$ cat src/rtl/dmem_ctrl.sv
// rtl/dmem_ctrl.sv - M-stage data-memory access controller on a req/ack bus
module dmem_ctrl #(
  parameter int TIMEOUT = 255,
  parameter int ADDR_W  = 32
) (
  input  logic              clk,
  input  logic              rst_n,
  input  logic              m_MemRead,
  input  logic              m_MemWrite,
  input  logic [2:0]        m_size,
  input  logic [ADDR_W-1:0] m_addr,
  input  logic [31:0]       m_wdata,
  output logic              stall_mem,
  output logic [31:0]       read_data,
  output logic              misalign,
  output logic              bus_err,
  output logic              mem_req,
  output logic              mem_we,
  output logic [ADDR_W-1:0] mem_addr,
  output logic [3:0]        mem_be,
  output logic [31:0]       mem_wdata,
  input  logic              mem_ack,
  input  logic [31:0]       mem_rdata
);

  typedef enum logic [1:0] {IDLE, BUS, DONE} state_t;

  localparam logic [15:0] CNT_LAST = 16'(TIMEOUT - 1);

  state_t      state;
  logic [15:0] cnt;
  logic [2:0]  size_q;
  logic [1:0]  off_q;

  logic        access;
  logic        legal;
  logic [3:0]  be_next;
  logic [31:0] wdata_next;
  logic [31:0] lane;
  logic [31:0] load_fmt;

  // Decode legality, byte enables and lane-replicated store data of the M-stage request
  always_comb begin
    access     = m_MemRead | m_MemWrite;
    legal      = 1'b0;
    be_next    = 4'b1111;
    wdata_next = m_wdata;
    case (m_size)
      3'b000:         legal = 1'b1;
      3'b001:         legal = ~m_addr[0];
      3'b010:         legal = (m_addr[1:0] == 2'b00);
      3'b100, 3'b101: legal = ~m_MemWrite;
      default:        legal = 1'b0;
    endcase
    case (m_size[1:0])
      2'b00: begin
        be_next    = 4'b0001 << m_addr[1:0];
        wdata_next = {4{m_wdata[7:0]}};
      end
      2'b01: begin
        be_next    = m_addr[1] ? 4'b1100 : 4'b0011;
        wdata_next = {2{m_wdata[15:0]}};
      end
      default: begin
        be_next    = 4'b1111;
        wdata_next = m_wdata;
      end
    endcase
  end

  // Shift the addressed lane down and sign/zero-extend it for the registered load size
  always_comb begin
    lane = mem_rdata >> {off_q, 3'b000};
    case (size_q)
      3'b000:  load_fmt = {{24{lane[7]}}, lane[7:0]};
      3'b001:  load_fmt = {{16{lane[15]}}, lane[15:0]};
      3'b100:  load_fmt = {24'd0, lane[7:0]};
      3'b101:  load_fmt = {16'd0, lane[15:0]};
      default: load_fmt = mem_rdata;
    endcase
  end

  // Stall and misalign are combinational so the pipeline reacts in the request cycle; reset forces both low
  always_comb begin
    stall_mem = rst_n & (((state == IDLE) & access & legal) | (state == BUS));
    misalign  = rst_n & (state == IDLE) & access & ~legal;
  end

  // Access FSM: capture the request, run the bus with a timeout, present the result for one cycle
  always_ff @(posedge clk or negedge rst_n) begin
    if (!rst_n) begin
      state     <= IDLE;
      cnt       <= '0;
      size_q    <= '0;
      off_q     <= '0;
      read_data <= '0;
      bus_err   <= 1'b0;
      mem_req   <= 1'b0;
      mem_we    <= 1'b0;
      mem_addr  <= '0;
      mem_be    <= '0;
      mem_wdata <= '0;
    end else begin
      bus_err <= 1'b0;
      case (state)
        IDLE: begin
          if (access) begin
            if (legal) begin
              mem_req   <= 1'b1;
              mem_we    <= m_MemWrite;
              mem_addr  <= {m_addr[ADDR_W-1:2], 2'b00};
              mem_be    <= be_next;
              mem_wdata <= wdata_next;
              size_q    <= m_size;
              off_q     <= m_addr[1:0];
              cnt       <= '0;
              state     <= BUS;
            end else begin
              read_data <= '0;
            end
          end
        end
        BUS: begin
          if (mem_ack) begin
            read_data <= load_fmt;
            mem_req   <= 1'b0;
            state     <= DONE;
          end else if (cnt == CNT_LAST) begin
            read_data <= '0;
            bus_err   <= 1'b1;
            mem_req   <= 1'b0;
            state     <= DONE;
          end else begin
            cnt <= cnt + 16'd1;
          end
        end
        DONE:    state <= IDLE;
        default: state <= IDLE;
      endcase
    end
  end

endmodule

$ cat config.mk
export PLATFORM = sky130hd
export DESIGN_NAME = dmem_ctrl
export DESIGN_NICKNAME = d
export VERILOG_FILES = /design/src/rtl/dmem_ctrl.sv
export SDC_FILE = /design/constraint.sdc
export NUM_CORES = 1
export LEC_CHECK = 0
export CAP_MARGIN = 20
export CELL_PAD_IN_SITES_DETAIL_PLACEMENT = 0
export CELL_PAD_IN_SITES_GLOBAL_PLACEMENT = 1
export CORE_MARGIN = 1
export CORE_UTILIZATION = 36
export CTS_CLUSTER_SIZE = 16
export DETAILED_ROUTE_END_ITERATION = 8
export PLACE_DENSITY_LB_ADDON = 0.1
export SLEW_MARGIN = 20
export SYNTH_ARGS = -nofsm -noshare
export SYNTH_HDL_FRONTEND = slang
export SYNTH_SLANG_ARGS = --single-unit
$ cat constraint.sdc
create_clock -name clk -period 3.4 [get_ports clk]
set_clock_uncertainty 0.2 [all_clocks]
set_input_delay 0.68 -clock clk [delete_from_list [all_inputs] [get_ports clk]]
set_output_delay 0.68 -clock clk [all_outputs]
set_load 0.01 [all_outputs]
==> flow_summary_export.csv <==
group,metric,value,unit
layout,final_cells,1073,
place,post_dp_cell_area,8310,um2
floorplan,fp.coreArea,16100,um2
place,placed_cells,1042,
clock_tree,cts_resized,5,
sta,fmax,319,MHz
layout,diodes,0,
drt,wire_per_inst,17.1,um
drt,drt_wl_total,18300,um
sta,final_max_slew_viol_count,0,
floorplan,die_h,131,um
clock_tree,cts_tree,"built",
global_routing,grt_start_max_net_pins,105,
critical_path,startpoint,"m_addr[0]",
place,detailedPlace.worstSlack,-0.177,ns
layout,mostFrequentLayoutCells,"202 x clkdlybuf4s50_1, 167 x nand2_1, 124 x dfrtp_1",
pwr,irDropWorstVdd,0.000417,V
layout,postLayoutCoreUtil,0.555,
critical_path,critPathRequiredTime,2.52,ns
drt,num_vias,5444,
critical_path,rr_worst_depth,5,
floorplan,die_w,131,um
drt,first_pass_iters,4,
clock_tree,clk_path_buf_depth,2,
place,portBuffers,206,
global_routing,grt_overflow_total,0,
sta,fin_crit_sh,0.921,
logic_synthesis,ys_warn_count,0,
pwr,p_per_area,700,nW/um2
place,place.gp.congestion,0.820,
sta,hold_viol,0,
place,dp_hpwl,13000,um
logic_synthesis,async_reset_ff_frac,1.00,
logic_synthesis,syn_inst,640,
critical_path,critPathMaxFanout,3,
pwr,power_leakage,0.00393,uW
clock_tree,postCtsSetupBuffers,0,
logic_synthesis,synth_flop_cell,"dfrtp_1",
logic_synthesis,synth-edff-count,0,
sta,period_needed,3.13,ns
clock_tree,cts_made_buffers,17,
clock_tree,root_buffer,"clkbuf_16",
floorplan,rows,46,
logic_synthesis,syn_avg_cell_area,9.37,um2
logic_synthesis,synth_cell_types,55,
floorplan,floorplan.die_area,17200,um2
critical_path,timing.rr.end,"read_data[14]",
global_routing,grt_use_total,0.223,
worst_hold_path,hold_path.class,"in2async",
critical_path,reg2reg_from,"off_q[1]",
sta,setup_violations,0,
job,maxCapViolCount,0,
logic_synthesis,yosysSeqAreaShare,0.518,
global_routing,antenna_found_initial,2,
logic_synthesis,synth_area,5990,um2
layout,drive_above_1_share,0.0782,
global_routing,grt_pass1_vias,5651,
sta,tightest_slew,0.992,ns
drt,antenna_left,0,
clock_tree,clk_latency,0.41,ns
layout,nets,951,
floorplan,start_util,0.373,
logic_synthesis,yosys_register_bits,124,
sta,whs,0.112,ns
critical_path,reg2reg_slack,0.73,ns
layout,syn2layout_area_growth,48.6,%
layout,layout_commonest_cell,"clkdlybuf4s50_1",
floorplan,ios,209,
clock_tree,clock-sinks,124,
sta,rsz0062_at_grt,"false",
layout,postLayoutCellArea,8910,um2
global_routing,grt_pass1_wl,28900,um
clock_tree,cts_hold_buf,0,
sta,fin_ws,0.269,ns
drt,initialDrtViolationCount,230,
critical_path,critPathCaptureType,"output pin",
sta,maxSlewHeadroom,0.339,
critical_path,setup.worst_path.start_class,"primary input",
critical_path,critPathArrivalTime,2.25,ns
clock_tree,htreeDepth,4,
drt,drc_errors,0,
critical_path,crit_type,"in2out",
drt,via_per_inst,5.07,
clock_tree,cts.reportedPaths.clkPinSlew,0.06,ns
outcome,outcome,"finished clean",
## critical path, cell delays in order
cell             delay [ns]
clkdlybuf4s50_1        0.48
inv_1                  0.06
o31a_1                 0.35
and2_1                 0.20
nor3_2                 0.20
dlygate4sd2_1          0.29
## power breakdown
group          total (uW)  switching, uW  internal [uW]
Sequential           2230            336           1900
Combinational        2170           1030           1150
Clock                1830            640           1190
Total                6230           2000           4230
## through the flow
| step | TNS, ns | total power, uW |
|---|---|---|
| detailed placement | -0.212 | 4440 |
| CTS | 0 | 6310 |
| global placement | -0.202 | 4400 |
| global route | 0 | 6620 |
| finish | 0 | 6230 |
| floorplan | 0 | 3210 |
## sequential cells by signal, summed over array words and instances, names as in the netlist
| signal | cells |
|---|---|
| bus_err | 1 |
| cnt | 16 |
| mem_addr | 30 |
| mem_be | 4 |
| mem_req | 1 |
| mem_wdata | 32 |
| mem_we | 1 |
| off_q | 2 |
| read_data | 32 |
| size_q | 3 |
| state | 2 |
## synth_stat cells, drive strengths merged, types with 10 or more instances
cell	instances	share of area
a21oi	42	0.035
a22o	11	0.016
buf	23	0.021
clkbuf	21	0.013
dfrtp	124	0.52
mux2i	39	0.065
nand2	167	0.10
nand3	10	0.0083
nor2	35	0.023
nor3	11	0.010
o21ai	48	0.041
o2bb2ai	24	0.035
## cells by family after synthesis
kind of cell,Yosys count,synth area share
simple gates,254,0.185
compound gates,165,0.183
flops,124,0.518
buf+inv,53,0.0403
mux,40,0.0676
fa+ha+maj,2,0.00417
other cells,1,0.000626
xor+xnor,1,0.00146
## worst max path at each step
stage	cells past startpoint	slack [ns]	end
after floorplan	6	0.60	stall_mem
after global placement	6	-0.15	misalign
after detailed placement	6	-0.18	misalign
after CTS	6	0.25	misalign
after global routing	6	0.17	misalign
final	6	0.27	misalign
## routing by layer
| layer | track usage | vias up | part of all wire |
|---|---|---|---|
| li1 | - | 2653 | - |
| met3 | 0.0884 | 16 | 0.078 |
| met2 | 0.376 | 153 | 0.50 |
| met4 | 0.0581 | 0 | 0.012 |
| met5 | 0 | - | 0 |
| met1 | 0.266 | 2622 | 0.41 |
## layout make-up
type	count	area (um2)
timing repair buffer	229	2230
fill	1410	7150
multi-input combinational	464	2670
inverter	9	33.8
tap	216	270
clock inverter	6	82.6
sequential	124	3100
clock buffer	25	515
Power figures use the tool's default switching activity.
